$ cat config.mk
export PLATFORM = sky130hd
export DESIGN_NAME = fetch_unit
export DESIGN_NICKNAME = d
export VERILOG_FILES = /design/src/rtl/fetch_unit.sv
export SDC_FILE = /design/constraint.sdc
export NUM_CORES = 1
export LEC_CHECK = 0
export BUFFER_PORTS_ARGS = -buffer_cell sky130_fd_sc_hd__buf_2
export CAP_MARGIN = 20
export CORE_MARGIN = 5
export CORE_UTILIZATION = 35
export DETAILED_ROUTE_END_ITERATION = 16
export GPL_TIMING_DRIVEN = 0
export HOLD_SLACK_MARGIN = 0.1
export PLACE_DENSITY = 0.69
export SLEW_MARGIN = 20
export SYNTH_ARGS = -nofsm -noshare
export SYNTH_HDL_FRONTEND = slang
export SYNTH_SLANG_ARGS = --single-unit
$ cat constraint.sdc
create_clock -name clk -period 1.9 [get_ports clk]
set_clock_uncertainty 0.05 [all_clocks]
set_input_delay 0.19 -clock clk [delete_from_list [all_inputs] [get_ports clk]]
set_output_delay 0.19 -clock clk [all_outputs]
set_load 0.02 [all_outputs]
$ cat src/rtl/fetch_unit.sv
// Instruction fetch stage: owns the PC, drives the program ROM and hands
// instructions to decode over valid/ready. Optional early jmp: FETCH_EARLY_JMP_EN.
module fetch_unit #(
  parameter logic [3:0] RESET_PC = 4'h0,
  parameter int         CNT_W    = 8
) (
  input  logic             clk,
  input  logic             rst_n,
  output logic [3:0]       rom_addr,
  input  logic [15:0]      rom_inst,
  output logic [15:0]      inst_out,
  output logic [3:0]       pc_out,
  output logic             inst_valid,
  input  logic             inst_ready,
  input  logic             redirect_valid,
  input  logic [3:0]       redirect_target,
  output logic [CNT_W-1:0] fetch_cnt
);

  typedef enum logic [1:0] {BOOT, RUN, STALL, FLUSH} state_t;

  typedef struct packed {
    logic [15:0] inst;
    logic [3:0]  pc;
  } slot_t;

  state_t          state, state_nxt;
  slot_t           slot;
  logic [3:0]      pc;
  logic            vld;
  logic [CNT_W-1:0] cnt;
  logic            slot_free, capture, take_redir, is_jmp;

  assign rom_addr   = pc;
  assign inst_out   = slot.inst;
  assign pc_out     = slot.pc;
  assign inst_valid = vld;
  assign fetch_cnt  = cnt;
  assign slot_free  = !vld || inst_ready;

`ifdef FETCH_EARLY_JMP_EN
  assign is_jmp = (rom_inst[15:12] == 4'b1000);
`else
  assign is_jmp = 1'b0;
`endif

  always_ff @(posedge clk or negedge rst_n)
    if (!rst_n) state <= BOOT;
    else        state <= state_nxt;

  // Redirect beats everything; in BOOT it only seeds the PC.
  always_comb begin
    state_nxt  = state;
    capture    = 1'b0;
    take_redir = 1'b0;
    case (state)
      BOOT: begin
        take_redir = redirect_valid;
        state_nxt  = RUN;
      end
      RUN: begin
        if (redirect_valid) begin
          take_redir = 1'b1;
          state_nxt  = FLUSH;
        end else if (slot_free) begin
          capture = 1'b1;
        end else begin
          state_nxt = STALL;
        end
      end
      STALL: begin
        if (redirect_valid) begin
          take_redir = 1'b1;
          state_nxt  = FLUSH;
        end else if (inst_ready) begin
          capture   = 1'b1;
          state_nxt = RUN;
        end
      end
      FLUSH: begin
        if (redirect_valid) begin
          take_redir = 1'b1;
        end else begin
          capture   = 1'b1;
          state_nxt = RUN;
        end
      end
      default: state_nxt = BOOT;
    endcase
  end

  always_ff @(posedge clk or negedge rst_n) begin
    if (!rst_n) begin
      pc   <= RESET_PC;
      slot <= '0;
      vld  <= 1'b0;
      cnt  <= '0;
    end else begin
      // A handover in a redirect cycle still counts even though the slot clears.
      if (vld && inst_ready && (cnt != '1)) cnt <= cnt + CNT_W'(1);
      if (take_redir) begin
        pc  <= redirect_target;
        vld <= 1'b0;
      end else if (capture) begin
        if (is_jmp) begin
          pc  <= rom_inst[11:8];
          vld <= 1'b0;
        end else begin
          slot <= '{inst: rom_inst, pc: pc};
          vld  <= 1'b1;
          pc   <= pc + 4'd1;
        end
      end
    end
  end

endmodule

* Word-level counts from Yosys, hierarchy flattened
Index checks and enable logic that the tools add are counted.
Operators by class: $add $sub $neg 2, multipliers 0, divide/modulo/power cells 0, magnitude comparators 0, equal/unequal tests 7, shift operators 0, muxes and demuxes 18, bitwise logic cells 1, reduce and logical (&&, ||, !) cells 9
Operators with widths (number):
- $mux W2 | 5
- $add A8 B1 Y8 const B | 1
- $mux W1 | 8
- $mux W4 | 2
- $ne A8 B8 Y1 const B | 1
- $pmux W2 S4 | 1
- $ne A3 B3 Y1 const B | 2
- $add A4 B1 Y4 const B | 1
- $eq A2 B2 Y1 const B | 2
- $pmux W1 S3 | 1
- $reduce_and A3 Y1 | 1
- $reduce_or A3 Y1 | 1
- $eq A2 B1 Y1 const B | 1
- $logic_and A1 B1 Y1 | 2
- $logic_not A2 Y1 | 1
- $ne A2 B2 Y1 const B | 1
- $pmux W1 S2 | 1
- $reduce_and A2 Y1 | 1
- $reduce_bool A2 Y1 | 1
- $logic_not A1 Y1 | 1
- $logic_or A1 B1 Y1 | 1
- $not A1 Y1 | 1
Storage, ports and cells: register bits 35, bits in latches 0, bits in writable memories 0, memory bits (read-only) 0, input port bits 24, output and inout port bits 33, word-level logic and storage cells 43, memories kept 0

* Depth between registers and ports, before layout
Gate-level depths: netlist (run 1).
word-level depth 7, gate-level depth with buffers 6

* Worst setup path after synthesis (run 1)
No wires, ideal clock.
path kind register to register, start point register state[1], end point register slot, in the netlist inst_out[0], library setup time 0.125 ns, data arrival time 1.498 ns, data required time 1.725 ns, setup slack 0.227 ns, stages on the path, launching flop included 6, buffers on the path 1, period minus slack after synthesis 1.673 ns, cells stage by stage dfrtp_1 -> ha_1 -> nor3b_4 -> nor4_4 -> buf_6 -> mux2_4
On the way: word-level cells in the longest chain between the ends 5, elaborated cells on any way between the ends 9, classes of those cells eq/ne: 3; mux: 2; bitwise: 1; reduce/logical: 3
Ends and longest elaborated chain:
- from (decl) | RTL line 27 | state_t state, state_nxt;
- from (signal assigned) | RTL line 49 | else state <= state_nxt;
- $eq A2 B2 Y1 / $eq A2 B1 Y1 (equally long branches) | RTL line 56 | case (state)
- $reduce_or A3 Y1 (no line)
- $pmux W1 S2 | RTL line 56
- $not A1 Y1 (no line)
- $reduce_and A2 Y1 (no line) *
- to (signal assigned) | RTL line 109 | slot <= '{inst: rom_inst, pc: pc};
- to (decl) | RTL line 28 | slot_t slot;
Mark *: on every way between the ends. The rest lies on a longest branch, timed or not. A chain may end at the register's enable or synchronous reset.

* Worst setup path after layout (run 1)
start point register state[0], end point register slot, in the netlist inst_out[12]
Same word-level chain as after synthesis.

==> impl_metrics.yaml, run 1 <==
run_status:
  status: "finished, final reports clean"
job:
  drv_cap: 0
global_routing:
  overflow: 0
  groute.usage.overall: 0.133
  grt_pass1_vias: 1407
  grt_max_degree: 36
  antenna_found_initial: 0
  grt_first_pass_wirelength_um: 6530
route:
  ant_nets: 0
  num_vias: 1307
  firstDrtPassIters: 5
  drt_iter0_drc: 24
  viasPerCell: 4.62
  finalWirelength_um: 4080
  routedWlPerCell_um: 14.4
  drc_errors: 0
hold_path:
  min_from: "redirect_target[0]"
  hold_end: "rom_addr[0]"
  hold_path_class: "in2reg"
  hold_depth: 3
synth:
  ys_seq_area_frac: 0.513
  yosysWarnings: 0
  ys_ff_latch: 35
  ys.flop_type: "dfrtp_1"
  syn_area_per_cell_um2: 13.3
  ys_async_sr_fraction: 1.00
  netlist_area_um2: 1710
  syn_nets: 158
  synth_cell_type_count: 32
  synthCells: 128
  synth_edf_count: 0
place:
  place_hpwl_um: 2670
  placed_cell_area_um2: 2070
  io_buffers: 55
  dp_slack_ps: 73.3
  gp_congestion: 0.791
floorplanning:
  dieArea_um2: 6380
  die_w_um: 79.9
  die_y_um: 79.9
  core_um2: 4720
  io_pins: 57
  start_util: 0.362
  rows: 25
critical_path:
  endpoint_kind: "flip-flop"
  worstReg2RegEnd: "inst_out[12]"
  reg2reg_setup_slack_ps: 30
  cp.required_ps: 2030
  cp.arrival_ps: 2000
  reg2reg_depth: 7
  cp_max_fo: 5
  critPathKind: "reg2reg"
  startpoint_type: "flip-flop"
  r2r-start: "state[0]"
timing:
  setup-violations-final: 0
  fmax_mhz: 533
  setup_ws_ps: 25.2
  grt_setup_unrepaired: "true"
  tns_ps: 0
  finalHoldViolCount: 0
  period_needed_ps: 1870
  tightest_slew_ps: 757
  slew_headroom: 0.496
  slew_viol_final: 0
  period_share: 0.987
power_and_ir_drop:
  totalPowerFinal_uw: 4230
  max-vdd-ir-drop_mv: 0.469
  power_density_nw_per_um2: 1710
  p_leak_uw: 0.00117
clock_tree:
  clkSlewWorstSetupHoldPaths_ps: 70
  htree_num_levels: 2
  cts_tree: "done"
  clock_latency_ps: 290
  cts-root-buf: "clkbuf_8"
  clk_path_buf_depth: 2
  cts_buffers: 5
  cts.sinks: 35
layout:
  final_cell_area_um2: 2460
  area_delta_synth_final_pct: 44.3
  final_util: 0.522
  antenna_cells: 0
  multiInputGateArea_um2: 817
  nFillCells: 404
  nets: 245
  seq_area_um2: 878
  layout-drive-gt1-share: 0.481
-- layout make-up --
type | instances | share of cell area
sequential | 35 | 0.356
multi-input combinational | 84 | 0.331
timing repair buffer | 80 | 0.210
tap | 67 | 0.0340
clock buffer | 5 | 0.0279
clock inverter | 3 | 0.0178
buffer | 4 | 0.0137
inverter | 5 | 0.00863
-- Yosys cell counts, types with 2 or more instances --
master   number  area (µm²)
nand4_1       2        12.5
dfrtp_1      35         876
a31oi_1       2        12.5
inv_1         5        18.8
mux2_4       20         300
mux2_1        3        33.8
buf_6         2        22.5
o21ai_1       3        15.0
xnor2_1       5        43.8
a21oi_1       4        20.0
nand3_1       8        40.0
nor2_1        7        26.3
ha_1          6        75.1
mux2i_1       2        20.0
nand2_1       7        26.3
-- how the worst max path moves through the flow --
| stage | from | end | slack, ps | cells after the start |
|---|---|---|---|---|
| finish | state[0] | inst_out[12] | 30 | 7 |
| global route | state[0] | inst_out[12] | -30 | 7 |
| CTS | state[1] | inst_out[12] | 50 | 5 |
| detailed placement | state[1] | inst_out[5] | 70 | 5 |
| global placement | state[1] | inst_out[11] | 120 | 5 |
| floorplan | state[1] | inst_out[0] | 230 | 5 |
-- flip-flops by register name, indices dropped and copies added (netlist names) --
signal,count
inst_out,16
fetch_cnt,8
pc_out,4
rom_addr,4
state,2
inst_valid,1
-- power by group --
part,switching (µW),internal [µW]
clock network,280,390
logic,1080,1090
registers,301,1090
-- metrics by stage --
stage | hold slack (ps) | cells
final | 98.9 | 283
after CTS | 101 | 277
after detailed placement | 257 | 250
after global placement | 259 | 250
after floorplan | -156 | 128
after global routing | 110 | 283
-- repair_timing --
action                                  in CTS  in global routing
endpoints found under the setup margin       0                 20
hold buffers                                19                  0
setup buffers                                0                  4
resized for setup                            0                 17
endpoints found under the hold margin       53                  0
-- critical path, stage by stage (launching register included) --
cell      delay [ps]
dfrtp_2          470
inv_4             90
ha_4             160
a211oi_4          80
nor4_4           270
buf_4            190
buf_6            150
mux2_4           300
-- layer usage --
layer	part of all wire	routed length [µm]	track usage	up-vias
met5	0	0	0	-
met3	0.073	296	0.0474	6
met1	0.43	1740	0.147	626
met4	0.019	79	0.0507	0
met2	0.48	1960	0.233	52
li1	-	-	-	623
-- cells in the final DEF, fill, tap and decap left out, types with 2 or more instances in the layout --
master and count:
a21oi_1 4, ha_4 3, nand3_1 8, mux2_4 20
buf_2 55, dlygate4sd3_1 19, mux2i_1 2, a31oi_1 2
xnor2_1 5, inv_1 3, o21ai_1 3, nand2_1 7
buf_4 5, dfrtp_2 2, ha_1 3, nor2_1 7
buf_6 4, clkbuf_8 5, nand4_1 2, dfrtp_1 33
mux2_1 3
-- logic make-up (layout without fill, tap and decap cells) --
| kind of cell | count (synthesis) | after routing | synth area share |
|---|---|---|---|
| adders and majority gates | 6 | 6 | 0.0440 |
| AOI/OAI and AO/OA | 14 | 14 | 0.0593 |
| and+or+nand+nor | 33 | 33 | 0.115 |
| muxes | 25 | 25 | 0.207 |
| xor gates and xnor gates | 6 | 6 | 0.0308 |
| buffers and inverters | 9 | 97 | 0.0308 |
| DFF | 35 | 35 | 0.513 |
No activity file was read; power rests on OpenSTA's default activity.
==> inputs of run 2 (changes only) <==
Settings changed: RECOVER_POWER set to 25, SKIP_LAST_GASP set to 1.
==> impl_metrics.yaml, run 2 (synthesis gave the netlist of run 1 again) <==
layout:
  largest_reg_flops: 16
  nFillCells: 416
  area_delta_synth_final_pct: 42.7
  seq_area_um2: 878
  final_util: 0.516
  multiInputGateArea_um2: 817
  final_cell_area_um2: 2440
  final_cell_mix: "dfrtp_1, buf_2, clkbuf_1"
  nets: 245
  antenna_cells: 0
  layout-drive-gt1-share: 0.380
route:
  drt_iter0_drc: 26
  routedWlPerCell_um: 14.6
  finalWirelength_um: 4120
  drc_errors: 0
  num_vias: 1318
  ant_nets: 0
  firstDrtPassIters: 5
  viasPerCell: 4.66
hold_path:
  hold_path_class: "in2reg"
power_and_ir_drop:
  totalPowerFinal_uw: 4180
  seqPwrFrac: 0.335
  p_leak_uw: 0.00111
  power.internal_uw: 2500
  power_density_nw_per_um2: 1710
  p_clk_frac: 0.160
  max-vdd-ir-drop_mv: 0.468
  p_sw_uw: 1670
  p_comb_frac: 0.505
  swShare: 0.400
critical_path:
  cp.required_ps: 2030
  critPathKind: "reg2reg"
  endpoint_kind: "flip-flop"
  cp.arrival_ps: 2000
  startpoint_type: "flip-flop"
  cp_max_fo: 5
  reg2reg_setup_slack_ps: 30
floorplanning:
  die_w_um: 79.9
  rows: 25
  core_um2: 4720
  io_pins: 57
  start_util: 0.362
  die_y_um: 79.9
  dieArea_um2: 6380
place:
  dp_slack_ps: 73.3
  place_hpwl_um: 2670
  placed_cell_area_um2: 2070
  io_buffers: 55
  gp_congestion: 0.791
global_routing:
  groute.usage.overall: 0.133
  grt_first_pass_wirelength_um: 6530
  overflow: 0
  antenna_found_initial: 0
  grt_max_degree: 36
  grt_pass1_vias: 1407
timing:
  grt_setup_unrepaired: "true"
  setup-violations-final: 0
  slew_headroom: 0.495
  finalHoldViolCount: 0
  period_share: 0.986
  period_needed_ps: 1870
  holdWs_ps: 99.3
  tightest_slew_ps: 757
  setup_ws_ps: 26.8
  slew_viol_final: 0
  fmax_mhz: 534
clock_tree:
  cts_buffers: 5
  clk_path_buf_depth: 2
  htree_num_levels: 2
  clkSlewWorstSetupHoldPaths_ps: 70
  cts.sinks: 35
  cts_tree: "done"
  cts-root-buf: "clkbuf_8"
  clock_latency_ps: 290
job:
  drv_cap: 0
run_status:
  status: "finished, final reports clean"
[run 2: cell count changes in the layout (fill, tap and decap cells not counted), sizes merged]
cell,previous run,this run
buf,64,42
clkbuf,6,28
[run 2: worst paths after layout]
| kind | start | end | cells past startpoint |
|---|---|---|---|
| setup / recovery | state[0] | inst_out[12] | 7 |
| hold / removal | redirect_target[0] | rom_addr[0] | 3 |
| setup reg to reg | state[0] | inst_out[12] | 7 |
| hold reg to reg | inst_out[13] | inst_out[13] | 1 |
| max in group asynchronous | rst_n | state[1] | 2 |
| min in group asynchronous | rst_n | inst_out[8] | 2 |
[run 2: per-stage QoR]
step           instances  TNS [ps]
2_1_floorplan        128         0
3_3_place_gp         250         0
3_5_place_dp         250         0
4_1_cts              277         0
5_1_grt              283      -448
6_report             283         0
[run 2: timing repair]
| action | in CTS | in global routing |
|---|---|---|
| setup endpoints to repair | 0 | 20 |
| hold buffers | 19 | 0 |
| setup buffers | 0 | 4 |
| hold endpoints to repair | 53 | 0 |
| resized for setup | 0 | 17 |
[run 2: cell type report]
type	count	area share
multi-input combinational	84	0.335
timing repair buffer	80	0.201
buffer	4	0.0139
clock inverter	3	0.0180
inverter	5	0.00873
clock buffer	5	0.0282
sequential	35	0.360
tap	67	0.0344
[run 2: critical path, stage by stage, from the launching register on]
cell,delay (ps)
dfrtp_2,470
inv_4,90
ha_4,160
a211oi_4,80
nor4_4,270
buf_4,190
buf_6,150
mux2_4,300
[run 2: power groups by stage]
stage / Sequential, µW / Combinational, µW / Clock (µW)
global route: 1460 / 2290 / 720
finish: 1400 / 2110 / 669
CTS: 1360 / 2030 / 684
floorplan: 1720 / 1070 / 0
detailed placement: 1370 / 1990 / 0
global placement: 1340 / 1950 / 0
[run 2: per-layer routing]
layer | global-route usage | vias to the layer above | wire length [µm]
li1 | - | 625 | -
met1 | 0.147 | 635 | 1760
met2 | 0.233 | 52 | 1960
met3 | 0.0474 | 6 | 312
met4 | 0.0507 | 0 | 79
met5 | 0 | - | 0
==> inputs of run 3 (changes only) <==
--- a/config.mk
+++ b/config.mk
@@ -11,4 +11,5 @@
 export CORE_UTILIZATION = 35
 export DETAILED_ROUTE_END_ITERATION = 16
+export GPL_ROUTABILITY_DRIVEN = 1
 export GPL_TIMING_DRIVEN = 0
 export HOLD_SLACK_MARGIN = 0.1
==> constraint.sdc (replaced) <==
create_clock -name clk -period 2.15 [get_ports clk]
set_clock_uncertainty 0.05 [all_clocks]
set_input_delay 0.215 -clock clk [delete_from_list [all_inputs] [get_ports clk]]
set_output_delay 0.215 -clock clk [all_outputs]
set_load 0.05 [all_outputs]
==> impl_metrics.yaml, run 3 (synthesis gave the netlist of run 1 again) <==
place:
  gp_congestion: 0.791
  place_hpwl_um: 2670
  io_buffers: 55
critical_path:
  critical_path_buf_inv_count: 1
  critPathTopFamily: "simple AND/OR/NAND/NOR gates"
  cp.arrival_ps: 1960
  reg2reg_setup_slack_ps: 310
  r2r-start: "state[1]"
  reg2reg_depth: 5
  crit_chain: "ha_1 -> nor3b_4 -> nor4_4 -> buf_6 -> mux2_4"
  endpoint_kind: "flip-flop"
  startpoint_type: "flip-flop"
  cp.required_ps: 2270
  critPathKind: "reg2reg"
  worstReg2RegEnd: "inst_out[5]"
  worst_path_max_delay_cell: "dfrtp_1"
  crit_path_max_incr_delay_ps: 390
  critPathLaunch: "state[1]"
  cp_max_fo: 10
layout:
  final_cell_mix: "dfrtp_1, buf_2, clkbuf_1"
  mostFrequentLayoutCell: "dfrtp_1"
  antenna_cells: 0
  layout-drive-gt1-share: 0.351
  area_delta_synth_final_pct: 32.6
  nFillCells: 443
  nets: 231
  largest_reg_flops: 16
route:
  routedWlPerCell_um: 14.3
  drc_errors: 0
  firstDrtPassIters: 4
  ant_nets: 0
  drt_iter0_drc: 22
  num_vias: 1239
  finalWirelength_um: 3850
  viasPerCell: 4.61
timing:
  finalHoldViolCount: 0
  slew_viol_final: 0
  fmax_mhz: 545
  grt_setup_unrepaired: "false"
  tns_ps: 0
  period_needed_ps: 1840
  setup-violations-final: 0
  slew_headroom: 0.444
  period_share: 0.854
  tightest_slew_ps: 834
hold_path:
  hold_end: "inst_out[15]"
  hold_depth: 2
  hold_path_class: "in2reg"
  min_from: "rom_inst[15]"
floorplanning:
  die_w_um: 79.9
  rows: 25
  start_util: 0.362
  core_um2: 4720
  io_pins: 57
  die_y_um: 79.9
  dieArea_um2: 6380
global_routing:
  grt_pass1_vias: 1330
  grt_max_degree: 36
  groute.usage.overall: 0.127
  antenna_found_initial: 0
  overflow: 0
  grt_first_pass_wirelength_um: 6220
clock_tree:
  cts_buffers: 5
  clkSlewWorstSetupHoldPaths_ps: 70
  clk_path_buf_depth: 2
  clock_latency_ps: 290
  cts_tree: "done"
  cts_resized: 0
  cts_setup_buffers: 0
  cts-root-buf: "clkbuf_8"
  cts.sinks: 35
  htree_num_levels: 2
power_and_ir_drop:
  power_density_nw_per_um2: 1830
  max-vdd-ir-drop_mv: 0.596
  totalPowerFinal_uw: 4150
  p_leak_uw: 0.00105
job:
  drv_cap: 0
run_status:
  status: "finished, final reports clean"
==> run 3: worst register-to-register path: stages, from the launching register on <==
cell     delay [ps]
dfrtp_1         390
ha_1            330
nor3b_4         110
nor4_4          290
buf_6           230
mux2_4          320
==> run 3: timing repair <==
action,in CTS,in global routing
hold endpoints to repair,44,1
hold buffers,10,1
setup endpoints to repair,0,0
==> run 3: final cells by class <==
cell class | count | area [µm²] | area share
flip-flops and latches | 35 | 876 | 0.387
multi-input cells | 84 | 779 | 0.344
repair buffers | 66 | 360 | 0.159
well taps | 67 | 83.8 | 0.0370
clock buffers | 5 | 68.8 | 0.0304
clock inverters | 3 | 43.8 | 0.0193
plain buffers | 4 | 33.8 | 0.0149
inverters | 5 | 18.8 | 0.00829
==> run 3: how the worst max path moves through the flow <==
stage | end | slack (ps) | depth (start not counted)
detailed placement | inst_out[5] | 320 | 5
finish | inst_out[5] | 310 | 5
floorplan | inst_out[0] | 340 | 4
global placement | inst_out[11] | 370 | 5
global route | pc_out[1] | 210 | 6
CTS | inst_out[12] | 300 | 5
==> run 3: where the power goes <==
group	internal (µW)	leakage, µW	total, µW	switching [µW]
combinational	793	0.000571	2350	1560
clock	345	0.0000581	592	247
sequential	957	0.000424	1210	252
==> run 3: layer usage <==
metal / up-vias / track usage / wire length [µm]
met5: - / 0 / 0
li1: 599 / - / -
met4: 0 / 0.0507 / 68
met3: 6 / 0.0463 / 289
met2: 45 / 0.216 / 1780
met1: 589 / 0.144 / 1720
==> run 3: metrics by stage <==
stage,area [µm²],instances,utilization,hold slack [ps],setup slack (ps)
after floorplan,1710,128,-,-131,343
after global placement,2070,250,0.438,284,369
after detailed placement,2070,250,0.438,282,323
after CTS,2280,268,0.483,102,303
after global routing,2260,269,0.479,101,206
final,2260,269,0.479,108,314
